## config.mk

```make
export PLATFORM = sky130hd
export DESIGN_NAME = bi_mem_wm_req_adapter
export DESIGN_NICKNAME = d
export VERILOG_FILES = /design/src/rtl/bi_mem_wm_req_adapter.sv
export SDC_FILE = /design/constraint.sdc
export NUM_CORES = 1
export LEC_CHECK = 0
export ABC_AREA = 1
export BUFFER_PORTS_ARGS = -buffer_cell sky130_fd_sc_hd__buf_2
export CORE_ASPECT_RATIO = 1.4
export CORE_UTILIZATION = 40
export CTS_CLUSTER_DIAMETER = 80
export CTS_CLUSTER_SIZE = 25
export DETAILED_ROUTE_END_ITERATION = 16
export PLACE_DENSITY = 0.66
export SLEW_MARGIN = 40
export SYNTH_ARGS = -nofsm -noshare
export SYNTH_HDL_FRONTEND = slang
export SYNTH_SLANG_ARGS = --single-unit
```

## constraint.sdc

```tcl
create_clock -name clk_i -period 2.5 [get_ports clk_i]
set_clock_uncertainty 0.1 [all_clocks]
set_input_delay 0.5 -clock clk_i [delete_from_list [all_inputs] [get_ports clk_i]]
set_output_delay 0.5 -clock clk_i [all_outputs]
set_load 0.03 [all_outputs]
```

## src/rtl/bi_mem_wm_req_adapter.sv

```systemverilog
// rtl/bi_mem_wm_req_adapter.sv - valid/ready request front-end for a write-masked (Wm) memory port
module bi_mem_wm_req_adapter #(
  parameter string PROFILE    = "default",
  parameter int    WIDTH      = 16,
  parameter int    HEIGHT     = 16,
  parameter int    MASK       = 4,
  parameter int    RESP_DEPTH = 2
) (
  input  logic                      clk_i,
  input  logic                      rst_i,
  input  logic                      req_valid_i,
  output logic                      req_ready_o,
  input  logic                      req_isWrite_i,
  input  logic [MASK-1:0]           req_mask_i,
  input  logic [$clog2(HEIGHT)-1:0] req_addr_i,
  input  logic [WIDTH-1:0]          req_data_i,
  output logic                      rsp_valid_o,
  input  logic                      rsp_ready_i,
  output logic [WIDTH-1:0]          rsp_data_o,
  output logic                      mem_enable_o,
  output logic                      mem_isWrite_o,
  output logic [MASK-1:0]           mem_writeMask_o,
  output logic [$clog2(HEIGHT)-1:0] mem_addr_o,
  output logic [WIDTH-1:0]          mem_writeData_o,
  input  logic [WIDTH-1:0]          mem_readData_i,
  input  logic                      mem_hold_i,
  output logic                      idle_o
);

  localparam int AW = $clog2(HEIGHT);
  localparam int CW = $clog2(RESP_DEPTH + 1);
  localparam int PW = (RESP_DEPTH > 1) ? $clog2(RESP_DEPTH) : 1;
  localparam logic [CW:0]   DEPTH_OCC = (CW + 1)'(RESP_DEPTH);
  localparam logic [CW-1:0] DEPTH_CNT = CW'(RESP_DEPTH);
  localparam logic [PW-1:0] LAST_PTR  = PW'(RESP_DEPTH - 1);

  // Stage register: the one request currently presented to the memory
  logic             stg_v;
  logic             stg_is_write;
  logic [MASK-1:0]  stg_mask;
  logic [AW-1:0]    stg_addr;
  logic [WIDTH-1:0] stg_data;

  // A read fired last cycle; its data is on mem_readData_i now
  logic pend;

  // Response FIFO
  logic [WIDTH-1:0] fifo_mem [RESP_DEPTH];
  logic [PW-1:0]    wr_ptr;
  logic [PW-1:0]    rd_ptr;
  logic [CW-1:0]    count;

  logic [CW:0] occ;
  logic        credit_ok;
  logic        fire;
  logic        accept;
  logic        push;
  logic        pop;

  // Outstanding read slots: queued responses plus the one arriving now.
  // A pop in the same cycle is deliberately not credited back.
  assign occ       = {1'b0, count} + {{CW{1'b0}}, pend};
  assign credit_ok = occ < DEPTH_OCC;

  assign mem_enable_o    = stg_v && (stg_is_write || credit_ok);
  assign mem_isWrite_o   = stg_is_write;
  assign mem_writeMask_o = stg_is_write ? stg_mask : '0;
  assign mem_addr_o      = stg_addr;
  assign mem_writeData_o = stg_data;

  assign fire        = mem_enable_o && !mem_hold_i;
  assign req_ready_o = !stg_v || fire;
  assign accept      = req_valid_i && req_ready_o;

  assign push        = pend;
  assign rsp_valid_o = count != '0;
  assign pop         = rsp_valid_o && rsp_ready_i;
  assign rsp_data_o  = fifo_mem[rd_ptr];

  assign idle_o = !stg_v && !pend && (count == '0);

  // Stage load on acceptance, release on fire; held otherwise so mem_* stay stable under hold
  always_ff @(posedge clk_i or posedge rst_i) begin
    if (rst_i) begin
      stg_v        <= 1'b0;
      stg_is_write <= 1'b0;
      stg_mask     <= '0;
      stg_addr     <= '0;
      stg_data     <= '0;
    end else if (accept) begin
      stg_v        <= 1'b1;
      stg_is_write <= req_isWrite_i;
      stg_mask     <= req_mask_i;
      stg_addr     <= req_addr_i;
      stg_data     <= req_data_i;
    end else if (fire) begin
      stg_v        <= 1'b0;
    end
  end

  // Read data returns exactly one cycle after a read fires
  always_ff @(posedge clk_i or posedge rst_i) begin
    if (rst_i) begin
      pend <= 1'b0;
    end else begin
      pend <= fire && !stg_is_write;
    end
  end

  // Response FIFO storage and pointers; push and pop may coincide
  always_ff @(posedge clk_i or posedge rst_i) begin
    if (rst_i) begin
      for (int i = 0; i < RESP_DEPTH; i++) begin
        fifo_mem[i] <= '0;
      end
      wr_ptr <= '0;
      rd_ptr <= '0;
      count  <= '0;
    end else begin
      if (push) begin
        fifo_mem[wr_ptr] <= mem_readData_i;
        wr_ptr           <= (wr_ptr == LAST_PTR) ? '0 : wr_ptr + 1'b1;
      end
      if (pop) begin
        rd_ptr <= (rd_ptr == LAST_PTR) ? '0 : rd_ptr + 1'b1;
      end
      if (push && !pop) begin
        count <= count + 1'b1;
      end else if (pop && !push) begin
        count <= count - 1'b1;
      end
    end
  end

  // The credit rule leaves room for every returning read
  assert property (@(posedge clk_i) disable iff (rst_i) !(push && count == DEPTH_CNT))
    else $error("response FIFO overflow (profile %s)", PROFILE);

endmodule

```

Word level (Yosys, flattened, before mapping)
Index checks and enable logic that the tools add are counted.
{"block": "classes", "add_sub_neg": 5, "mul": 0, "n_div": 0, "n_lt_le_gt_ge": 4, "eq_ne": 0, "shift": 0, "mux": 13, "n_bitwise": 2, "n_reduce_logical": 21}
{"cell": "16-bit 2-to-1 mux", "n": 4}
{"cell": "32-bit bitwise mux", "n": 1}
{"cell": "16-bit demux with 1-bit select", "n": 1}
{"cell": "1-bit logical AND", "n": 10}
{"cell": "2-bit nonzero test", "n": 3}
{"cell": "1-bit zero test", "n": 5}
{"cell": "2-bit >= comparator (second input constant)", "n": 2}
{"cell": "1-bit 2-to-1 mux", "n": 4}
{"cell": "2-bit 2-to-1 mux", "n": 2}
{"cell": "4-bit 2-to-1 mux", "n": 1}
{"cell": "1-bit NOT with 2-bit output", "n": 2}
{"cell": "2-bit by 1-bit adder with 3-bit output", "n": 1}
{"cell": "3-bit by 2-bit < comparator with 1-bit output (second input constant)", "n": 1}
{"cell": "1-bit adder (second input constant)", "n": 2}
{"cell": "2-bit by 1-bit adder with 2-bit output (second input constant)", "n": 1}
{"cell": "2-bit zero test", "n": 1}
{"cell": "1-bit logical OR", "n": 2}
{"cell": "2-bit by 1-bit < comparator with 1-bit output (second input constant)", "n": 1}
{"cell": "2-bit by 1-bit subtractor with 2-bit output (second input constant)", "n": 1}
{"block": "word_totals", "ff_bits": 63, "latchBits": 0, "mem_bits_rw": 0, "mem_bits_ro": 0, "input_bits": 46, "out_inout_bits": 45, "elab_cells": 56, "memories": 0}

Depth between registers and ports, before layout
Gate-level depths: netlist of run 1.
{"block": "depth", "depth_word": 8, "mapped_depth": 9}

Worst setup path after synthesis of run 1
OpenSTA, ideal clock, no wires.
{"block": "synth_path", "kind": "register to output", "startpoint": "register stg_is_write, in the netlist mem_isWrite_o", "endpoint": "output mem_enable_o", "arrival_time_ns": 1.468, "slack_ns": 0.432, "path_stages_with_launch": 3, "path_buffers": 0, "path_cell_list": "dfrtp_1 inv_1 a21boi_0"}
{"block": "synth_via", "elab_chain_len": 2}
{"element": "start, declared", "line": "39", "rtl": "logic stg_is_write;"}
{"element": "start signal, assigned", "line": "92", "rtl": "stg_is_write <= req_isWrite_i;"}
{"element": "1-bit logical OR", "line": "65", "rtl": "assign mem_enable_o = stg_v && (stg_is_write || credit_ok);"}
{"element": "1-bit logical AND", "line": "65"}
{"element": "end, declared", "line": "20", "rtl": "output logic mem_enable_o,"}
Every way passes these cells.

Worst setup path in the final report of run 1
{"block": "layout_path", "startpoint": "register rd_ptr", "endpoint": "output rsp_data_o[1]"}
{"block": "layout_via", "elab_chain_len": 4}
{"element": "start, declared", "line": "50", "rtl": "logic [PW-1:0] rd_ptr;"}
{"element": "start signal, assigned", "line": "125", "rtl": "rd_ptr <= (rd_ptr == LAST_PTR) ? '0 : rd_ptr + 1'b1;"}
{"element": "1-bit NOT with 2-bit output (not written as such)", "line": "78", "rtl": "assign rsp_data_o = fifo_mem[rd_ptr];"}
{"element": "16-bit 2-to-1 mux (not written as such) (3 in series)", "line": "78"}
{"element": "end, declared", "line": "19", "rtl": "output logic [WIDTH-1:0] rsp_data_o,"}
Every way passes these cells. The select of a mux whose other input is x is not followed.

==> impl_results.md, run 1 <==
* Status: completed
* Compound-Gate Fraction of Synth Area at 0.0657
* Synth warn at 0
* Htree depth at 3
* Port Buffers at 90
* Top Layer Used: met4
* Synthesized flop and latch total at 63
* Post-Syn Area at 2700 µm²
* Seq pwr share at 0.357
* Int Pwr at 2.70 mW
* Clock share of power at 0.159
* P&R area growth vs syn at 24.9%
* CTS root buf: clkbuf_8
* Post-Synth Adder-Cell Area at 0.00463
* GRT Util Overall at 0.178
* Met2 wire len at 2.79 mm
* Initial antenna violation count at 0
* Main combinational cell family by area after synthesis: simple AND/OR/NAND/NOR gates
* Synth top area cells: dfrtp_1, nand2_1, nand3_1, inv_1, o21ai_0
* DIE AREA at 7090 µm²
* Pleak at 1.99 nW
* Post-CTS Hold Buffers at 0
* Top cell type's share of synthesized area at 0.583
* WP data arrival at 1.55 ns
* Via density at 4.79
* First-pass GRT wire length at 9.72 mm
* Data required, critical path at 1.90 ns
* Vias at 2332
* Slew at the pin closest to its max-slew limit at 0.617 ns
* Peak Freq at 465 MHz
* Worst Path Max Fanout at 17
* R2r startpoint: count[0]
* Synthesized Nets at 368
* CP Capture Type: primary output
* Worst R2R End: count[1]
* Pwr/cell area at 1510 nW/µm²
* Floorplan row count at 35
* Placed cells at 472
* Fillers at 679
* Maximum VDD drop at 0.000715 V
* Multi-input gate area at 930 µm²
* Dpl hpwl at 4.00 mm
* GRT overflow at 0
* Max_slew headroom at 0.588
* NetSw at 2.39 mW
* R2R Setup Slk at 0.94 ns
* Metal3 WL at 301 µm
* Io pins at 91
* DRT Pass-1 Iters at 4
* R2R depth at 7
* Area of the core at 6570 µm²
* Yosys top cell by area: dfrtp_1
* Layout cells sized above 1 at 0.276
* Final #Nets at 456
* Post-synthesis mux area share at 0
* Final min period at 2.15 ns
* TNS Setup at 0 ns
* Residual DRC at 0
* MaxCap Viol Count at 0
* Register area at 1580 µm²
* M1 wire length at 2.59 mm
* Pin count of the biggest net entering global routing at 37
* Number of CTS-inserted buffers at 9
* Diode count at 0
* Final worst slack at 0.349 ns
* Clk Latency, worst-skew pair at 0.33 ns
* Pre-CTS setup slack at 0.677 ns
* TritonCTS clock tree: done
* Switching Share at 0.470
* CTS sink count at 63
* Synth cell types at 21
* Chip width at 71.5 µm
* Sequential share of the synthesized area at 0.583
* Hold WC Path Type: in -> async
* Die height at 99.3 µm
* Share of flip-flops with an asynchronous set or reset at 1.00
* Iteration-0 DRC count of the detailed router at 176
* Final wirelength at 5.77 mm
* Initial Utilization at 0.411
* Worst setup path class: reg -> out
* Post-layout util at 0.514
* Placer congestion estimate at 0.701
* Top cells by count, synth: nand2_1, dfrtp_1, inv_1, nand3_1, o21ai_0
* Avg WL per Cell at 11.9 µm
* Simple-gate share of the synthesized area at 0.263
* Main flop type after synthesis: dfrtp_1
* Post-CTS sizing at 0
* Vias in the first global route at 2235
* Final Max Tran Viols at 0
* Final hold vios at 0
* Antenna viol nets, final at 0
* Worst-path clk slew at 0.07 ns
* Startpoint types: flop
* Top-count cell post-synth: nand2_1
* Fin crit share at 0.860
* RSZ-0062 raised after global routing: no
* Synth Area in XOR/XNOR at 0.00972
* Cells after synthesis at 321
* Post-synth EDFFs at 0
* Setup Fix Bufs, Post-CTS at 0
* Combinational Power Share at 0.484
* Final Setup Violations at 0
* Maximum root-to-sink buffer count at 2
* Mean Syn Cell Area at 8.42 µm²
* Final std cells w/o fill at 487
## cells in the final DEF (no fill, tap or decap), types with 2 or more instances in the layout
| cell type | n |
|---|---|
| o21ai_1 | 16 |
| clkbuf_8 | 9 |
| nand2_1 | 142 |
| inv_1 | 26 |
| buf_4 | 3 |
| nand3_1 | 26 |
| clkinv_2 | 4 |
| buf_2 | 90 |
| dfrtp_1 | 63 |
| xor2_1 | 2 |
| o21ai_0 | 17 |
| nand2_4 | 2 |
## per-layer routing
metal | up-vias | global-route usage
met5 | - | 0
met4 | 0 | 0.0830
met3 | 8 | 0.0405
met2 | 83 | 0.300
met1 | 1073 | 0.216
li1 | 1168 | -
## final cells by class
type / instances / share of cell area
clock inverter: 5 / 0.0148
sequential: 63 / 0.467
inverter: 28 / 0.0311
tap: 74 / 0.0274
timing repair buffer: 94 / 0.146
clock buffer: 10 / 0.0378
multi-input combinational: 213 / 0.275
## critical path, stage by stage (launching register included)
cell      delay [ns]
dfrtp_1         0.35
clkinv_1        0.42
nand2_1         0.19
nand2_1         0.07
buf_2           0.18
## through the flow
step / instance area (µm²) / hold slack (ns) / total power, mW
CTS: 3370 / 0.151 / 5.15
global placement: 3190 / 0.353 / 4.27
finish: 3370 / 0.142 / 5.09
global route: 3370 / 0.178 / 5.48
floorplan: 2700 / 0.342 / 3.65
detailed placement: 3200 / 0.354 / 4.33
## sequential cells by signal, indices dropped and copies added (netlist names), 2 cells and up
name,count
fifo_mem,32
mem_writeData_o,16
mem_addr_o,4
stg_mask,4
count,2
## power by group through the flow
stage,logic [mW],clock network (mW),registers [mW]
after CTS,2.50,0.836,1.82
after floorplan,1.55,0,2.09
after global placement,2.45,0,1.82
after detailed placement,2.50,0,1.82
final,2.46,0.810,1.82
after global routing,2.72,0.885,1.88
## worst max-delay path by stage
| stage | start | slack, ns | endpoint |
|---|---|---|---|
| 5_1_grt | rd_ptr | 0.15 | rsp_data_o[8] |
| 4_1_cts | rd_ptr | 0.31 | rsp_data_o[7] |
| 6_report | rd_ptr | 0.35 | rsp_data_o[1] |
| 3_5_place_dp | mem_hold_i | 0.68 | req_ready_o |
| 2_1_floorplan | rst_i | 0.33 | count[0] |
| 3_3_place_gp | mem_hold_i | 0.69 | req_ready_o |
## logic make-up after synthesis
family,count (synthesis)
and+or+nand+nor,174
DFF,63
buffers and inverters,45
AOI/OAI and AO/OA,35
xor gates and xnor gates,3
adders and majority gates,1
(Power assumes the default switching activity.)
==> run 2, diff against run 1 <==
--- a/config.mk
+++ b/config.mk
@@ -5,14 +5,15 @@
 export SDC_FILE = /design/constraint.sdc
 export NUM_CORES = 1
 export LEC_CHECK = 0
-export ABC_AREA = 1
 export BUFFER_PORTS_ARGS = -buffer_cell sky130_fd_sc_hd__buf_2
+export CELL_PAD_IN_SITES_DETAIL_PLACEMENT = 1
+export CELL_PAD_IN_SITES_GLOBAL_PLACEMENT = 2
 export CORE_ASPECT_RATIO = 1.4
-export CORE_UTILIZATION = 40
+export CORE_UTILIZATION = 36
 export CTS_CLUSTER_DIAMETER = 80
 export CTS_CLUSTER_SIZE = 25
 export DETAILED_ROUTE_END_ITERATION = 16
-export PLACE_DENSITY = 0.66
+export PLACE_DENSITY_LB_ADDON = 0.1
 export SLEW_MARGIN = 40
 export SYNTH_ARGS = -nofsm -noshare
 export SYNTH_HDL_FRONTEND = slang
==> constraint.sdc (replaced) <==
create_clock -name clk_i -period 2.73 [get_ports clk_i]
set_clock_uncertainty 0.1 [all_clocks]
set_input_delay 0.546 -clock clk_i [delete_from_list [all_inputs] [get_ports clk_i]]
set_output_delay 0.546 -clock clk_i [all_outputs]
set_load 0.03 [all_outputs]
==> run 2 against run 1 <==
Against the previous run: largest cell class unchanged; sequential power down 8%; non-clock buffer count up 1; clock power down 3.5%; final cell count down 24%; critical endpoint is now rsp_data_o[13]; area after synthesis up 0.28%; sequential cell count unchanged; combinational power down 3%; via count down 26%; critical path type unchanged.
==> impl_results.md, run 2 <==
* Status: completed
* Design Area, Final at 3490 µm² (+3.6%)
* Most frequent cells in the layout: buf_2, dfrtp_1, mux2_2
* Final wirelength at 5.47 mm (-5.2%)
* Synthesized flop and latch total at 63 (unchanged)
* Die height at 105 µm (+5.4%)
* Post-synth EDFFs at 0 (unchanged)
* GRT overflow at 0 (unchanged)
* Register area at 1580 µm² (unchanged)
* Placed cells at 356 (-25%)
* Vias in the first global route at 1844 (-17%)
* CTS sink count at 63 (unchanged)
* Hold WC Path Type: in -> async
* Pin count of the biggest net entering global routing at 64 (+73%)
* Placed Area at 3300 µm² (+3.2%)
* Layout cells sized above 1 at 0.676 (+0.400)
* Residual DRC at 0 (unchanged)
* GRT Util Overall at 0.156 (-0.0215)
* WP data arrival at 1.59 ns (+0.04 ns)
* Synth warn at 0 (unchanged)
* Multi-input gate area at 1070 µm² (+16%)
* Post-Syn Area at 2710 µm² (+0.28%)
* Final std cells w/o fill at 372 (-24%)
* Peak Freq at 447 MHz
* DRT Pass-1 Iters at 4 (unchanged)
* Cells after synthesis at 171 (-47%)
* P&R area growth vs syn at 28.9%
* Share of flip-flops with an asynchronous set or reset at 1.00 (unchanged)
* Slew at the pin closest to its max-slew limit at 0.761 ns (+0.144 ns)
* Sequential share of the synthesized area at 0.582 (-0.00162)
* Area of the core at 7310 µm² (+11%)
* Yosys top cell by area: dfrtp_1
* Synth cell types at 23 (+9.5%)
* Data required, critical path at 2.08 ns (+0.18 ns)
* TNS Setup at 0 ns (unchanged)
* Max_slew headroom at 0.492 (-0.0968)
* Final hold vios at 0 (unchanged)
* Pleak at 1.71 nW (-14%)
* Htree depth at 3 (unchanged)
* Worst setup path class: reg -> out
* Final min period at 2.24 ns
* Pwr/cell area at 1390 nW/µm² (-8.1%)
* Antenna viol nets, final at 0 (unchanged)
* Post-CTS Hold Buffers at 0 (unchanged)
* Chip width at 75.3 µm (+5.4%)
* Vias at 1716 (-26%)
* Final #Nets at 317 (-30%)
* Number of CTS-inserted buffers at 9 (unchanged)
* Maximum VDD drop at 0.000533 V (-25%)
* Top cell type's share of synthesized area at 0.582 (-0.00162)
* Top cells by count, synth: dfrtp_1, mux2_2, mux2_4, buf_2, and2_1
* Setup Fix Bufs, Post-CTS at 0 (unchanged)
* Worst-path clk slew at 0.07 ns (about the same)
* Main flop type after synthesis: dfrtp_1
* Most common cell after layout, fill and taps aside: buf_2
* Diode count at 0 (unchanged)
* Startpoint types: flop
* Top reg by flops: fifo_mem
* Mean Syn Cell Area at 15.8 µm² (+88%)
* Max reg flops at 32 (unchanged)
* Floorplan row count at 37 (+5.7%)
* Avg WL per Cell at 14.7 µm (+24%)
* Initial antenna violation count at 0 (unchanged)
* CTS root buf: clkbuf_8
* Synth top area cells: dfrtp_1, mux2_2, mux2_4, xor2_1, and2_1
* Initial Utilization at 0.371 (-0.0409)
* Synthesized Nets at 218 (-41%)
* MaxCap Viol Count at 0 (unchanged)
* Placer congestion estimate at 0.673 (-3.9%)
* First-pass GRT wire length at 9.07 mm (-6.7%)
* Port Buffers at 90 (unchanged)
* Maximum root-to-sink buffer count at 2 (unchanged)
* Io pins at 91 (unchanged)
* Iteration-0 DRC count of the detailed router at 73 (-59%)
* RSZ-0062 raised after global routing: no
* Post-CTS sizing at 0 (unchanged)
* Top-count cell post-synth: dfrtp_1
* DIE AREA at 7880 µm² (+11%)
* Fin crit share at 0.820
* Worst Path Max Fanout at 14 (-3)
* CP Capture Type: primary output
* Final Setup Violations at 0 (unchanged)
* Fillers at 798 (+18%)
* Final Max Tran Viols at 0 (unchanged)
* Via density at 4.61 (-3.7%)
* Clk Latency, worst-skew pair at 0.34 ns (about the same)
* Dpl hpwl at 3.80 mm (-4.9%)
* TritonCTS clock tree: done
==> run 2: cell types whose count changed after synthesis, sizes merged, moves of 3 or more <==
cell    delta
nand2    -143
inv       -24
nand2b     +3
buf        -4
o21ai     -32
clkbuf     -6
mux2      +72
and2       +4
nand3     -27
==> run 2: through the flow <==
| stage | total power [mW] | hold WS [ns] | utilization | worst slack [ns] |
|---|---|---|---|---|
| 2_1_floorplan | 3.48 | 0.352 | - | 0.514 |
| 4_1_cts | 4.91 | 0.179 | 0.478 | 0.449 |
| 3_5_place_dp | 4.11 | 0.383 | 0.451 | 0.695 |
| 3_3_place_gp | 4.05 | 0.370 | 0.447 | 0.631 |
| 6_report | 4.85 | 0.174 | 0.478 | 0.492 |
| 5_1_grt | 5.16 | 0.191 | 0.478 | 0.386 |
==> run 2: area by class of cell <==
cell class              instances  area share
flip-flops and latches         63       0.451
multi-input cells              98       0.308
repair buffers                 95       0.148
clock buffers                  14      0.0523
well taps                      97      0.0347
clock inverters                 2     0.00358
inverters                       3     0.00322
==> run 2: layer usage <==
layer,GRT usage,vias to the layer above,part of all wire
met5,0,-,0
met4,0.0754,0,0.022
met3,0.0530,10,0.061
met2,0.237,59,0.49
met1,0.196,849,0.42
li1,-,798,-
==> run 2: logic make-up (layout without fill, tap and decap cells) <==
logic type,after synthesis,count (layout),synth area share
muxes,72,72,0.325
xor gates and xnor gates,5,5,0.0162
and+or+nand+nor,13,13,0.0272
adders and majority gates,1,1,0.00462
AOI/OAI and AO/OA,7,7,0.0231
DFF,63,63,0.582
buffers and inverters,10,114,0.0217
==> run 2: path summary, 6_finish.rpt <==
check,depth (start not counted),to,from,slack [ns]
setup / recovery,3,rsp_data_o[13],rd_ptr,0.49
setup reg to reg,5,mem_writeData_o[2],mem_isWrite_o,0.83
hold / removal,3,mem_writeData_o[15],rst_i,0.17
max in group asynchronous,3,pend,rst_i,2.07
min in group clk_i,2,stg_v,req_valid_i,0.32
hold reg to reg,1,wr_ptr,wr_ptr,0.39
==> run 2: worst max-delay path: stages, from the launching register on <==
cell and delay [ns]:
dfrtp_1 0.43, buf_4 0.27, mux2_2 0.37, buf_2 0.18
==> run 2: where the power goes <==
group	internal [mW]	switching (mW)	leakage, nW	total (mW)
Combinational	1.05	1.34	0.871	2.39
Clock	0.428	0.354	0.0987	0.782
Sequential	1.41	0.269	0.736	1.68
Total	2.88	1.96	1.71	4.85
==> run 3, diff against run 2 <==
--- a/config.mk
+++ b/config.mk
@@ -9,7 +9,7 @@
 export CELL_PAD_IN_SITES_DETAIL_PLACEMENT = 1
 export CELL_PAD_IN_SITES_GLOBAL_PLACEMENT = 2
 export CORE_ASPECT_RATIO = 1.4
-export CORE_UTILIZATION = 36
+export CORE_UTILIZATION = 33
 export CTS_CLUSTER_DIAMETER = 80
 export CTS_CLUSTER_SIZE = 25
 export DETAILED_ROUTE_END_ITERATION = 16
==> constraint.sdc (replaced) <==
create_clock -name clk_i -period 2.3 [get_ports clk_i]
set_clock_uncertainty 0.1 [all_clocks]
set_input_delay 0.46 -clock clk_i [delete_from_list [all_inputs] [get_ports clk_i]]
set_output_delay 0.46 -clock clk_i [all_outputs]
set_load 0.03 [all_outputs]
==> run 3 against run 2 <==
Against the previous run: worst hold slack got worse by 0.094 ns; combinational power increased by 21%; clock power increased by 18%; highest routed layer unchanged; critical path depth unchanged.
==> impl_results.md, run 3 (synthesis gave the netlist of run 2 again) <==
* Status: completed
* GRT overflow at 0 (unchanged)
* Final Setup Violations at 0 (unchanged)
* Initial antenna violation count at 0 (unchanged)
* Placed Area at 3340 µm² (+1.2%)
* R2R depth at 5 (unchanged)
* Pleak at 1.72 nW (+1.0%)
* Final #Nets at 320 (+0.95%)
* Maximum VDD drop at 0.000625 V (+17%)
* Post-CTS sizing at 0 (unchanged)
* Worst R2R End: stg_mask[0]
* Most frequent cells in the layout: buf_2, dfrtp_1, mux2_2
* Setup Fix Bufs, Post-CTS at 0 (unchanged)
* DRT Pass-1 Iters at 2 (-2)
* Chip width at 78.6 µm (+4.3%)
* CTS sink count at 63 (unchanged)
* Port Buffers at 90 (unchanged)
* Peak Freq at 466 MHz
* Final min period at 2.14 ns
* Area of the core at 7850 µm² (+7.3%)
* Max_slew headroom at 0.770 (+0.279)
* Fin crit share at 0.932
* Slew at the pin closest to its max-slew limit at 0.345 ns (-0.416 ns)
* Hold WC Path Type: in -> async
* Final worst slack at 0.155 ns (-0.336 ns)
* Floorplan row count at 38 (+2.7%)
* DIE AREA at 8580 µm² (+8.9%)
* Most common cell after layout, fill and taps aside: buf_2
* Final wirelength at 5.73 mm (+4.7%)
* Max incr delay on CP at 0.42 ns (about the same)
* MaxCap Viol Count at 0 (unchanged)
* Pin count of the biggest net entering global routing at 64 (unchanged)
* Iteration-0 DRC count of the detailed router at 45 (-38%)
* Slowest stage cell, crit path: dfrtp_1
* Antenna viol nets, final at 0 (unchanged)
* Hold WS at 0.0794 ns (-0.0942 ns)
* Design Area, Final at 3530 µm² (+0.93%)
* Number of CTS-inserted buffers at 9 (unchanged)
* RSZ-0062 raised after global routing: no
* Crit path cell chain: buf_4 > mux2_2 > buf_2
* CTS root buf: clkbuf_8
* Initial Utilization at 0.345 (-0.0251)
* Setup crit end: rsp_data_o[10]
* Pre-CTS setup slack at 0.425 ns (-0.271 ns)
* Io pins at 91 (unchanged)
* R2r startpoint: stg_v
* Htree depth at 3 (unchanged)
* Placer congestion estimate at 0.661 (-1.8%)
* Vias in the first global route at 1969 (+6.8%)
* Post-CTS Hold Buffers at 0 (unchanged)
* Avg WL per Cell at 15.2 µm (+3.1%)
* Vias at 1756 (+2.3%)
* Pwr/cell area at 1640 nW/µm² (+18%)
* Worst-path clk slew at 0.07 ns (about the same)
* Layout cells sized above 1 at 0.680 (+0.00349)
* WP data arrival at 1.58 ns (about the same)
* Worst Path Max Fanout at 14 (unchanged)
* Via density at 4.65 (+0.71%)
* Data required, critical path at 1.74 ns (-0.34 ns)
* TritonCTS clock tree: done
* First-pass GRT wire length at 9.69 mm (+6.9%)
* R2R Setup Slk at 0.61 ns (-0.22 ns)
* TNS Setup at 0 ns (unchanged)
* Diode count at 0 (unchanged)
* Worst setup path class: reg -> out
* Top reg by flops: fifo_mem
* Dpl hpwl at 4.00 mm (+5.2%)
* Maximum root-to-sink buffer count at 2 (unchanged)
* Startpoint types: flop
* CP Capture Type: primary output
* Worst Setup SP: rd_ptr
* P&R area growth vs syn at 30.1%
* GRT Util Overall at 0.153 (-0.00378)
* Residual DRC at 0 (unchanged)
* Post-layout util at 0.450 (-0.0282)
* Max reg flops at 32 (unchanged)
* Die height at 109 µm (+4.4%)
* Final Max Tran Viols at 0 (unchanged)
* Clk Latency, worst-skew pair at 0.34 ns (about the same)
* Final hold vios at 0 (unchanged)
[run 3: layout make-up]
cell class,count,area (µm²)
inverters,3,11.3
clock buffers,10,128
repair buffers,98,551
clock inverters,6,61.3
multi-input cells,98,1070
flip-flops and latches,63,1580
fillers,859,4320
well taps,100,125
[run 3: metal layers]
metal  vias up  track usage  routed length, µm
met5         -            0                  0
met4         0       0.0675                100
met3         9       0.0636                405
met2        63        0.247               2910
met1       879        0.176               2320
li1        805            -                  -
[run 3: critical path: cells and delay by family (launching register included)]
family,cells,cell delay (ns)
buf+inv,2,0.45
flops,1,0.42
mux,1,0.37
[run 3: through the flow]
| stage | std cells | total power, mW |
|---|---|---|
| finish | 378 | 5.78 |
| global route | 378 | 6.18 |
| CTS | 378 | 5.89 |
| detailed placement | 362 | 4.92 |
| global placement | 360 | 4.84 |
| floorplan | 171 | 4.13 |
[run 3: power breakdown]
| group | leakage, nW | switching [mW] | internal, mW |
|---|---|---|---|
| registers | 0.736 | 0.301 | 1.67 |
| logic | 0.892 | 1.61 | 1.27 |
| clock network | 0.0960 | 0.429 | 0.496 |
| total | 1.72 | 2.34 | 3.44 |
[run 3: how the worst min path moves through the flow]
stage | cells after the start | from | end
after CTS | 3 | rst_i | mem_writeData_o[3]
after floorplan | 1 | wr_ptr | wr_ptr
final | 3 | rst_i | mem_writeData_o[13]
after global routing | 3 | rst_i | mem_writeData_o[5]
after global placement | 1 | wr_ptr | wr_ptr
after detailed placement | 1 | wr_ptr | wr_ptr
